<file path="config.mk">
export PLATFORM = sky130hd
export DESIGN_NAME = muldiv_unit
export DESIGN_NICKNAME = d
export VERILOG_FILES = /design/src/rtl/riscv_pkg.sv /design/src/rtl/muldiv_unit.sv
export SDC_FILE = /design/constraint.sdc
export NUM_CORES = 1
export LEC_CHECK = 0
export CAP_MARGIN = 25
export CORE_ASPECT_RATIO = 0.7
export CORE_MARGIN = 2
export CORE_UTILIZATION = 62
export CTS_CLUSTER_SIZE = 14
export DETAILED_ROUTE_END_ITERATION = 8
export GPL_ROUTABILITY_DRIVEN = 0
export PLACE_DENSITY_LB_ADDON = 0.08
export SLEW_MARGIN = 20
export SYNTH_ARGS = -nofsm -noshare
export SYNTH_HDL_FRONTEND = slang
export SYNTH_SLANG_ARGS = --single-unit
</file>
<file path="constraint.sdc">
create_clock -name i_clk -period 4 [get_ports i_clk]
set_clock_uncertainty 0.1 [all_clocks]
set_input_delay 0.8 -clock i_clk [delete_from_list [all_inputs] [get_ports i_clk]]
set_output_delay 0.8 -clock i_clk [all_outputs]
set_load 0.005 [all_outputs]
</file>
<file path="src/rtl/riscv_pkg.sv">
// Shared RV32 decode constants and the multiply/divide FSM state type.
// No ports: imported by muldiv_unit and its testbench.
package riscv_pkg;

  localparam logic [6:0] OPCODE_R      = 7'b011_0011;
  localparam logic [6:0] FUNCT7_MULDIV = 7'h01;

  localparam logic [2:0] F3_MUL    = 3'd0;
  localparam logic [2:0] F3_MULH   = 3'd1;
  localparam logic [2:0] F3_MULHSU = 3'd2;
  localparam logic [2:0] F3_MULHU  = 3'd3;
  localparam logic [2:0] F3_DIV    = 3'd4;
  localparam logic [2:0] F3_DIVU   = 3'd5;
  localparam logic [2:0] F3_REM    = 3'd6;
  localparam logic [2:0] F3_REMU   = 3'd7;

  typedef enum logic [1:0] {
    IDLE = 2'd0,
    CALC = 2'd1,
    FIX  = 2'd2,
    DONE = 2'd3
  } muldiv_state_t;

endpackage

</file>
<file path="src/rtl/muldiv_unit.sv">
// Iterative RV32M multiply/divide unit: one bit per cycle, single-cycle result pulse.
// Ports:
//   i_clk, i_rst_n        clock, async active-low reset
//   i_valid, i_funct3     request strobe and operation select (accepted when o_ready)
//   i_rs1, i_rs2          operand A (multiplicand/dividend), operand B (multiplier/divisor)
//   i_kill                flush; abandons any operation in flight
//   o_ready, o_busy       idle / operation in progress
//   o_valid, o_result     one-cycle result strobe and result word
module muldiv_unit
  import riscv_pkg::*;
#(
  parameter int unsigned XLEN  = 32,
  parameter int unsigned CNT_W = 5
) (
  input  logic            i_clk,
  input  logic            i_rst_n,
  input  logic            i_valid,
  input  logic [2:0]      i_funct3,
  input  logic [XLEN-1:0] i_rs1,
  input  logic [XLEN-1:0] i_rs2,
  input  logic            i_kill,
  output logic            o_ready,
  output logic            o_busy,
  output logic            o_valid,
  output logic [XLEN-1:0] o_result
);

  localparam int unsigned DW = 2 * XLEN;
  localparam logic [CNT_W-1:0] CNT_LAST = CNT_W'(XLEN - 1);
  localparam logic [XLEN-1:0]  INT_MIN  = {1'b1, {(XLEN-1){1'b0}}};

  muldiv_state_t   r_state, w_state_nxt;
  logic [CNT_W-1:0] r_cnt;
  logic [DW-1:0]   r_acc;       // shared shift register: {hi, lo}
  logic [XLEN-1:0] r_b;         // multiplicand or divisor
  logic [2:0]      r_f3;
  logic            r_neg;
  logic [XLEN-1:0] r_result;
  logic            r_ready, r_busy, r_valid;

  logic            w_accept, w_special, w_div_zero, w_overflow;
  logic            w_sa, w_sb, w_neg;
  logic [XLEN-1:0] w_a_mag, w_b_mag, w_special_res;
  logic            w_ready_nxt, w_busy_nxt, w_valid_nxt;

  // Operand sign handling and special-case detection at accept
  always_comb begin
    w_sa = 1'b0;
    w_sb = 1'b0;
    w_neg = 1'b0;
    case (i_funct3)
      F3_MULH, F3_DIV: begin
        w_sa = 1'b1;
        w_sb = 1'b1;
        w_neg = i_rs1[XLEN-1] ^ i_rs2[XLEN-1];
      end
      F3_MULHSU: begin
        w_sa = 1'b1;
        w_neg = i_rs1[XLEN-1];
      end
      F3_REM: begin
        w_sa = 1'b1;
        w_sb = 1'b1;
        w_neg = i_rs1[XLEN-1];
      end
      default: ;
    endcase
    w_a_mag = (w_sa && i_rs1[XLEN-1]) ? -i_rs1 : i_rs1;
    w_b_mag = (w_sb && i_rs2[XLEN-1]) ? -i_rs2 : i_rs2;
    w_div_zero = i_funct3[2] && (i_rs2 == '0);
    w_overflow = ((i_funct3 == F3_DIV) || (i_funct3 == F3_REM)) &&
                 (i_rs1 == INT_MIN) && (i_rs2 == '1);
    w_special = w_div_zero || w_overflow;
    // funct3[1] distinguishes REM/REMU from DIV/DIVU
    if (w_div_zero) w_special_res = i_funct3[1] ? i_rs1 : '1;
    else            w_special_res = i_funct3[1] ? '0 : INT_MIN;
  end

  assign w_accept = (r_state == IDLE) && i_valid && !i_kill;

  // Multiply step: conditional add into hi, then shift the whole register right
  logic [XLEN:0]   w_add;
  logic [DW-1:0]   w_mul_step;
  assign w_add      = r_acc[0] ? ({1'b0, r_acc[DW-1:XLEN]} + {1'b0, r_b})
                               : {1'b0, r_acc[DW-1:XLEN]};
  assign w_mul_step = {w_add, r_acc[XLEN-1:1]};

  // Restoring divide step: {hi, next dividend bit} against the divisor
  logic [XLEN:0]   w_pr;
  logic            w_ge;
  logic [XLEN-1:0] w_diff;
  logic [DW-1:0]   w_div_step;
  assign w_pr       = r_acc[DW-1:XLEN-1];
  assign w_ge       = w_pr >= {1'b0, r_b};
  assign w_diff     = XLEN'(w_pr - {1'b0, r_b});
  assign w_div_step = {(w_ge ? w_diff : w_pr[XLEN-1:0]), r_acc[XLEN-2:0], w_ge};

  // Sign fix-up and result selection
  logic [DW-1:0]   w_prod;
  logic [XLEN-1:0] w_quo, w_rem, w_fix_res;
  assign w_prod = r_neg ? -r_acc : r_acc;
  assign w_quo  = r_neg ? -r_acc[XLEN-1:0] : r_acc[XLEN-1:0];
  assign w_rem  = r_neg ? -r_acc[DW-1:XLEN] : r_acc[DW-1:XLEN];
  always_comb begin
    w_fix_res = w_prod[DW-1:XLEN];
    case (r_f3)
      F3_MUL:           w_fix_res = w_prod[XLEN-1:0];
      F3_DIV, F3_DIVU:  w_fix_res = w_quo;
      F3_REM, F3_REMU:  w_fix_res = w_rem;
      default:          w_fix_res = w_prod[DW-1:XLEN];
    endcase
  end

  // State register
  always_ff @(posedge i_clk or negedge i_rst_n) begin
    if (!i_rst_n) r_state <= IDLE;
    else          r_state <= w_state_nxt;
  end

  // Next state and registered-output next values
  always_comb begin
    w_state_nxt = r_state;
    case (r_state)
      IDLE:    if (w_accept) w_state_nxt = w_special ? DONE : CALC;
      CALC:    if (r_cnt == CNT_LAST) w_state_nxt = FIX;
      FIX:     w_state_nxt = DONE;
      DONE:    w_state_nxt = IDLE;
      default: w_state_nxt = IDLE;
    endcase
    if (i_kill) w_state_nxt = IDLE;
    w_ready_nxt = (w_state_nxt == IDLE);
    w_busy_nxt  = (w_state_nxt != IDLE);
    w_valid_nxt = (w_state_nxt == DONE);
  end

  // Registered status outputs
  always_ff @(posedge i_clk or negedge i_rst_n) begin
    if (!i_rst_n) begin
      r_ready <= 1'b1;
      r_busy  <= 1'b0;
      r_valid <= 1'b0;
    end else begin
      r_ready <= w_ready_nxt;
      r_busy  <= w_busy_nxt;
      r_valid <= w_valid_nxt;
    end
  end

  // Iteration counter; wraps 31 -> 0 as CALC ends
  always_ff @(posedge i_clk or negedge i_rst_n) begin
    if (!i_rst_n)                         r_cnt <= '0;
    else if (r_state == CALC && !i_kill)  r_cnt <= r_cnt + CNT_W'(1);
    else                                  r_cnt <= '0;
  end

  // Datapath: operand load, iteration, result capture
  always_ff @(posedge i_clk or negedge i_rst_n) begin
    if (!i_rst_n) begin
      r_acc    <= '0;
      r_b      <= '0;
      r_f3     <= '0;
      r_neg    <= 1'b0;
      r_result <= '0;
    end else begin
      case (r_state)
        IDLE: if (w_accept) begin
          if (w_special) begin
            r_result <= w_special_res;
          end else begin
            r_f3  <= i_funct3;
            r_neg <= w_neg;
            r_b   <= i_funct3[2] ? w_b_mag : w_a_mag;
            r_acc <= {{XLEN{1'b0}}, (i_funct3[2] ? w_a_mag : w_b_mag)};
          end
        end
        CALC: if (!i_kill) r_acc <= r_f3[2] ? w_div_step : w_mul_step;
        FIX:  if (!i_kill) r_result <= w_fix_res;
        default: ;
      endcase
    end
  end

  assign o_ready  = r_ready;
  assign o_busy   = r_busy;
  assign o_valid  = r_valid;
  assign o_result = r_result;

endmodule

</file>
==> qor.yml <==
outcome:
  outcome: "finished with violations"
  violations: "design-rule violations"
layout:
  multi_input_area_sq_um: 10980
  fillers: 1944
  area_delta_synth_final_pct: 15.70
  area.sequential_sq_um: 3557
  nets: 2318
  diodes: 0
  drive_above_1_share: 0.09511
sta:
  tns_ns: 0
  report.final.slew_viol_count: 0
  setup_viol: 0
  maxSlewHeadroom: 0.3569
  worst_slack_ns: 0.1228
  fin_crit_sh: 0.9693
  hold_viol: 0
  min_period_ns: 3.877
  grt_setup_unrepaired: "false"
  clock.fmax_mhz: 257.9
  tightest_slew_ns: 0.9636
floorplanning:
  die_h_um: 136.0
  core.rowCount: 48
  dieArea_sq_um: 26200
  start_util: 0.6286
  core_sq_um: 24560
  io_pins: 106
  fp.dieW_um: 192.6
min_path:
  min_path_type: "in -> async"
synthesis:
  synth_common_cells: "211 x nand2_1, 195 x a21oi_1, 184 x nor2_1, 183 x o21ai_0, 141 x dfrtp_1"
  synth.most_common_cell: "nand2_1"
  yosys.area.top_type: "dfrtp_1"
  synth_seq_cells: 142
  ys_warn_count: 0
  netlist_top_cells_area: "dfrtp_1 23%, a21oi_1 6.3%, o21ai_0 5.9%"
  netlist-cell-type-count: 84
  yosys.area.top_type_share: 0.2285
  syn_area_sq_um: 15440
  avgSynthCellArea_sq_um: 7.412
  synth-edff-count: 0
  ys_async_sr_fraction: 1.000
  yosysSeqAreaShare: 0.2302
  synth-main-ff-cell: "dfrtp_1"
  syn_inst: 2083
  synth_nets: 2227
detailed_routing:
  postRouteAntennaNets: 0
  routedWlPerCell_um: 24.91
  route.detailed.drc: 33
  drt_iter0_drc: 3114
  routed_wl_um: 62570
  firstDrtPassIters: 9
  vias: 17720
  viasPerCell: 7.052
setup_path:
  crit_type: "reg -> reg"
  cpMaxStageDelayCell: "or4_1"
  critPathMaxFanout: 4
  crit_path_end_kind: "flip-flop"
  crit_required_ns: 4.24
  cp-start-kind: "flip-flop"
  critical_path.cell_chain: "inv_1, ha_1, inv_1, fa_1, a21oi_1, o211ai_1, a21oi_1, o211ai_1, o21ai_1, a211oi_1, or4_1, a21oi_1, o21ai_1"
  worstPathArrival_ns: 4.12
  cp_slowest_stage_delay_ns: 0.50
  crit_top_cell: "a21oi_1"
cts:
  hold_buffers: 0
  post_cts_resize_count: 0
  post_cts_buffers: 0
  h-tree-depth: 4
  clkTransAtPathRegs_ns: 0.07
  cts-root-buf: "clkbuf_16"
  insertion_delay_ns: 0.45
  cts.path.max_buffers: 2
  cts_tree: "yes"
  clock_sinks: 142
  numCtsBuffers: 17
power_and_ir_drop:
  power_density_nw_per_um2: 542.8
  power.leakage_nw: 7.420
  ir_drop_mv: 0.3642
global_route:
  grt_max_degree: 101
  grt-ovfl-total: 0
  grt_pass1_wl_um: 92490
  first_global_vias: 15630
  grt_usage: 0.4733
  antenna_found_initial: 2
placed_design:
  placement.io_buffers: 105
  dp_hpwl_um: 47740
  dp_slack_ns: 0.05447
job:
  maxCapViolations: 0
## metrics by stage
| step | power [W] | hold WS [ns] | instances | cell area (sq um) | utilization |
|---|---|---|---|---|---|
| after floorplan | 0.005892 | 0.3329 | 2083 | 15440 | - |
| after CTS | 0.009313 | 0.3609 | 2511 | 17840 | 0.7261 |
| after detailed placement | 0.007594 | 0.3526 | 2479 | 17230 | 0.7016 |
| after global placement | 0.007446 | 0.3468 | 2479 | 17230 | 0.7016 |
| after global routing | 0.01012 | 0.1354 | 2512 | 17860 | 0.7272 |
| final | 0.009697 | 0.1201 | 2512 | 17860 | 0.7272 |
## cells by family (layout without fill, tap and decap cells)
| group | Yosys count | count (layout) | synth area share |
|---|---|---|---|
| buffers and inverters | 230 | 334 | 0.05867 |
| multiplexers | 79 | 79 | 0.05267 |
| flip-flops | 142 | 142 | 0.2302 |
| AO/OA/AOI/OAI | 715 | 715 | 0.2910 |
| adder cells (fa/ha/maj) | 73 | 73 | 0.06013 |
| AND/OR/NAND/NOR | 673 | 673 | 0.2103 |
| XOR/XNOR | 171 | 171 | 0.09700 |
## cell usage in the layout, fill, tap and decap left out, types with 9 or more instances in the layout
cell type	instances
dfrtp_1	139
or4_1	17
clkdlybuf4s50_1	103
o21ai_0	183
a21oi_1	195
xor2_1	75
a221oi_1	10
nand2_1	211
or2_2	11
or3_1	30
mux2i_1	61
a31oi_1	27
o22a_1	9
nor3_1	31
xnor2_1	96
ha_1	71
o31ai_1	40
o211ai_1	28
a21o_1	24
a32o_1	9
o41ai_1	16
nand3_1	44
o21a_1	13
and3_1	15
nor2b_1	14
nand2b_1	21
a211oi_1	21
nor4_1	14
and2_1	13
mux2_2	18
buf_4	117
o21ai_1	29
clkbuf_16	17
inv_1	74
nor2_1	184
o221ai_1	17
nand4_1	25
o22ai_1	19
## final timing paths
check | from | end | slack (ns) | cells after the start
hold reg to reg | r_cnt[0] | r_cnt[0] | 0.36 | 1
max in group asynchronous | i_rst_n | o_ready | 2.68 | 3
hold / removal | i_rst_n | r_acc[39] | 0.12 | 1
setup / recovery | r_acc[31] | r_acc[62] | 0.12 | 13
setup reg to reg | r_acc[31] | r_acc[62] | 0.12 | 13
min in group i_clk | r_cnt[0] | r_cnt[0] | 0.36 | 1
## per-layer routing
layer | up-vias | wire (um) | track usage
li1 | 7810 | - | -
met1 | 8099 | 24730 | 0.6652
met2 | 1535 | 22930 | 0.5912
met3 | 265 | 11550 | 0.2346
met4 | 6 | 3282 | 0.2120
met5 | - | 75 | 0.02500
## cell type report
class	instances	area share
clock buffer	20	0.02501
clock inverter	12	0.008755
inverter	75	0.01576
multi-input combinational	1711	0.6148
sequential	142	0.1991
tap	325	0.02276
timing repair buffer	227	0.1138
## registers in the layout, summed over array words and instances, names as in the netlist
signal	cells
o_ready	1
r_f3	3
o_result	32
o_busy	1
r_state	2
r_cnt	5
o_valid	1
r_acc	64
r_b	32
r_neg	1
## report_power, final
part	switching (W)	leakage [nW]	internal, W
sequential	0.000627	1.84	0.00166
clock	0.000705	0.296	0.00100
combinational	0.00350	5.28	0.00220
total	0.00483	7.42	0.00486
## worst max-delay path, delay by kind of cell, from the launching register on
kind                       cells  cell delay, ns
AOI/OAI and AO/OA              8            1.86
adders and majority gates      2            0.64
buffers and inverters          2            0.25
DFF                            1            0.44
and+or+nand+nor                1            0.50
Note: power is estimated with default switching activity, not from simulation.
==> edit 1, RTL diff (config.mk and constraints unchanged) <==
Set the parameter `XLEN` to 24 (it was 32).
--- a/src/rtl/muldiv_unit.sv
+++ b/src/rtl/muldiv_unit.sv
@@ -11,3 +11,3 @@
 #(
-  parameter int unsigned XLEN  = 32,
+  parameter int unsigned XLEN  = 24,
   parameter int unsigned CNT_W = 5
Ports: changed (resized i_rs1, i_rs2 and o_result); port bits go from 106 to 82. The function was not compared with the original's and may differ.
==> edit 1 against the original RTL <==
Sequential cell count down 32; power is 24% lower; fmax rose by 0.46%; global-route usage decreased by 4.3 points; largest power group unchanged; sequential share of layout area is 1.4 points higher; combinational power fell by 19%; final area fell by 27%; worst setup slack improved by 0.018 ns; wire length is 33% lower; critical path type is now in2reg; synthesized area down 27%; first-iteration DRC count fell by 30%.
==> edit 1: results (changes against the original RTL) <==
outcome complete, no violations (was complete, but fails checks); met1 usage in global routing 62.4% (was 66.5%); M3 GR Usage 20.0% (was 23.5%); top layer in use met5 (unchanged); Vias 12,415 (was 17,715); worst-case clock buffer depth 2 (unchanged); H-tree Lvls 3 (was 4); largest net degree at the start of global routing 63 (was 101); launching point of the worst reg2reg path r_acc[1]$_DFFE_PN0P_ (was r_acc[31]$_DFFE_PN0P_); max reg flops 48 (was 64); vias per cell 6.84 (was 7.05); crit path max fanout 18 (was 4); met2 WL post-DR 15,900 um (was 22,900 um); Slew HR 40.0% (was 35.7%); Area contributors post-synth dfrtp_1, o21ai_0, ha_1 (was dfrtp_1, a21oi_1, o21ai_0); WL met1 17,400 um (was 24,700 um); fill count 1,448 (was 1,944); Seq group 0.00174 W (was 0.00229 W); met2 usage 56.9% (was 59.1%); fraction of registers with async set/reset 100% (unchanged); DP HPWL 32,700 um (was 47,700 um); CP Launch Point i_rs2[5] (was r_acc[31]$_DFFE_PN0P_); Most flops, register r_acc (unchanged); worst-skew pair later-pin latency 0.38 ns (was 0.45 ns); Min-Delay Path Class in2async (unchanged); combinational share of power 62.6% (was 58.8%); Pre-antenna DRT Iters 7 (was 9); Post-CTS Setup Inserts 0 (unchanged); layout cells sized above 1 8.93% (was 9.51%); initial antenna violation count 1 (was 2); GRT Total Usage 43.0% (was 47.3%); post-synth cell types 75 (was 84); top cells by count, synth o21ai_0, nand2_1, a21oi_1 (was nand2_1, a21oi_1, nor2_1); Clock Pin Slew Worst Setup and Hold Paths 0.09 ns (was 0.07 ns); routed wl met3 7370 um (was 11,500 um); Switching Share 50.7% (was 49.8%); Diodes inserted 0 (unchanged); placed insts 1,799 (was 2,479); first-pass GRT wire length 62,400 um (was 92,500 um); LEAKAGE 5.41 nW (was 7.42 nW); Total Routed Length 41,700 um (was 62,600 um); Avg Cell Area, Syn 7.50 sq um (was 7.41 sq um); clk root buf clkbuf_16 (unchanged); Overall Power 0.00734 W (was 0.00970 W); layout net count 1,685 (was 2,318); Syn Nets 1,621 (was 2,227); post_cts resized 0 (unchanged); cts bufs inserted 9 (was 17); vias in the first global route 10,812 (was 15,630); DR iter-0 viols 2,190 (was 3,114); sequential area share after synthesis 24.3% (was 23.0%); Port Buffer Count 81 (was 105); Worst VDD drop 0.000372 V (was 0.000364 V)
## edit 1: cell types whose count changed after synthesis, moves of 29 or more
cell	delta
a21oi_1	-66
clkbuf_1	-31
dfrtp_1	-32
mux2i_1	-34
nand2_1	-57
nor2_1	-58
o21ai_1	-29
## edit 1: kinds of logic (layout without fill, tap and decap cells)
family	Yosys count	count (layout)	synth area share [%]
xor+xnor	127	127	9.83
simple gates	464	464	19.4
fa+ha+maj	56	56	6.32
buf+inv	170	239	5.78
mux	50	50	4.68
compound gates	533	533	29.7
flops	110	110	24.3
## edit 1: worst max-delay path, cell delays in order
cell             delay [ns]
clkdlybuf4s50_1        0.42
or4_4                  0.54
or4_4                  0.45
nor3_4                 0.15
nand4b_2               0.13
or4_4                  0.59
nand4_1                0.25
and2_0                 0.19
buf_4                  0.29
a221o_1                0.23
## edit 1: metrics by stage
stage	area [sq um]	hold WS, ns	utilization, %	setup WS, ns
after detailed placement	12600	0.371	70.3	-0.272
after global routing	13000	0.414	72.2	0.0113
after global placement	12600	0.352	70.3	-0.217
after CTS	12900	0.390	72.1	0.101
after floorplan	11300	0.333	-	0.195
final	13000	0.376	72.2	0.141
## edit 1: cell type report
type                    count  share of cell area [%]
well taps                 236                    2.28
clock inverters             7                   0.782
flip-flops and latches    110                    21.3
multi-input cells        1230                    61.2
repair buffers            161                    10.9
clock buffers               9                    1.74
inverters                  62                    1.80
## edit 1: path summary, 6_finish.rpt
kind	to	slack, ns	cells after the start
max	r_acc[44]$_DFFE_PN0P_	0.14	10
min	r_acc[46]$_DFFE_PN0P_	0.38	1
max reg2reg	o_result[12]$_DFFE_PN0P_	0.20	10
min reg2reg	o_result[17]$_DFFE_PN0P_	0.39	2
max in group asynchronous	r_neg$_DFFE_PN0P_	2.52	2
min in group i_clk	o_result[17]$_DFFE_PN0P_	0.39	2
==> edit 2, RTL diff (same settings) <==
Without the edit above. Re-encode `muldiv_state_t` (4 states) as one-hot, 4 bits wide.
--- a/src/rtl/riscv_pkg.sv
+++ b/src/rtl/riscv_pkg.sv
@@ -16,7 +16,7 @@
 
-  typedef enum logic [1:0] {
-    IDLE = 2'd0,
-    CALC = 2'd1,
-    FIX  = 2'd2,
-    DONE = 2'd3
+  typedef enum logic [3:0] {
+    IDLE = 4'b0001,
+    CALC = 4'b0010,
+    FIX  = 4'b0100,
+    DONE = 4'b1000
   } muldiv_state_t;
Formal check against the unedited RTL: no difference found for any inputs over 4 cycles, from zero or initial values and one cycle with i_rst_n low; so few cycles prove little.
==> edit 2 against the original RTL <==
Synthesized area decreased by 2.8%; worst setup slack improved by 0.030 ns; final area shrank 2.3%; final cell count shrank 3.9%; wire length fell by 12%; sequential cell count is 2 higher; fmax increased by 0.79%; critical endpoint is now o_result[30]$_DFFE_PN0P_.
Power is not compared: it rests on default switching activity, and its combinational part moved more than twofold at a synthesized area within 25%.
==> edit 2: results (changes against the original RTL) <==
vias in the first global route 15,167 (was 15,630); post-synth cell types 87 (was 84); top cells by count, synth nand2_1, o21ai_0, a21oi_1 (was nand2_1, a21oi_1, nor2_1); critical path arrival 4.04 ns (was 4.12 ns); fin crit share 96.2% (was 96.9%); end of the critical path o_result[30]$_DFFE_PN0P_ (was r_acc[62]$_DFFE_PN0P_); DP HPWL 42,400 um (was 47,700 um); Avg Cell Area, Syn 7.63 sq um (was 7.41 sq um); worst hold slack 0.345 ns (was 0.120 ns); crit path max fanout 6 (was 4); max incr delay on CP 0.53 ns (was 0.50 ns); CP max stage cell or4_1 (unchanged); largest net degree at the start of global routing 94 (was 101); GRT Total Usage 42.6% (was 47.3%); Reg2Reg Setup Slack 0.15 ns (was 0.12 ns); Post-DP Area 0.0168 sq mm (was 0.0172 sq mm); Total Routed Length 55,200 um (was 62,600 um); routed wl met3 8110 um (was 11,500 um); DR iter-0 viols 2,831 (was 3,114); met1 usage in global routing 57.7% (was 66.5%); M3 GR Usage 14.6% (was 23.5%); Reg2Reg Depth 12 (was 13); sequential area share after synthesis 24.0% (was 23.0%); first-pass GRT wire length 84,300 um (was 92,500 um); Pre-antenna DRT Iters 8 (was 9); worst-skew pair later-pin latency 0.46 ns; layout net count 2,226 (was 2,318); Vias 16,785 (was 17,715); WL met1 21,900 um (was 24,700 um); outcome complete, no violations (was complete, but fails checks); CP Launch Point r_acc[33]$_DFFE_PN0P_ (was r_acc[31]$_DFFE_PN0P_); layout cells sized above 1 10.5% (was 9.51%); placed insts 2,381 (was 2,479); Syn Nets 2,111 (was 2,227); fill count 1,873 (was 1,944); Overall Power 0.00637 W; Place WS -0.152 ns (was 0.0545 ns); Largest delay share family, worst path simple AND/OR/NAND/NOR gates (was compound AO/OA/AOI/OAI gates); met2 usage 62.8% (was 59.1%); Worst-Margin Slew 0.950 ns (was 0.964 ns); met2 WL post-DR 22,800 um (was 22,900 um); Area contributors post-synth dfrtp_1, o21ai_0, a21oi_1 (was dfrtp_1, a21oi_1, o21ai_0); initial antenna violation count 1 (was 2)
-- edit 2: cell type report --
type / instances / area, sq um / area share [%]
clock buffer: 19 / 443 / 2.54
timing repair buffer: 234 / 2100 / 12.0
sequential: 144 / 3610 / 20.7
clock inverter: 13 / 176 / 1.01
multi-input combinational: 1612 / 10500 / 59.9
tap: 318 / 398 / 2.28
inverter: 73 / 274 / 1.57
-- edit 2: logic make-up (layout without fill, tap and decap cells) --
group	after synthesis	in the layout	synth area share, %
AO/OA/AOI/OAI	683	683	28.8
XOR/XNOR	178	178	10.4
adder cells (fa/ha/maj)	73	73	6.19
buffers and inverters	211	339	6.50
flip-flops	144	144	24.0
multiplexers	68	68	4.64
AND/OR/NAND/NOR	610	610	19.4
-- edit 2: repair_timing --
action / in CTS / in global routing
hold endpoints to repair: 0 / 0
hold buffers: 0 / 0
setup endpoints to repair: 0 / 6
resized for setup: 0 / 8
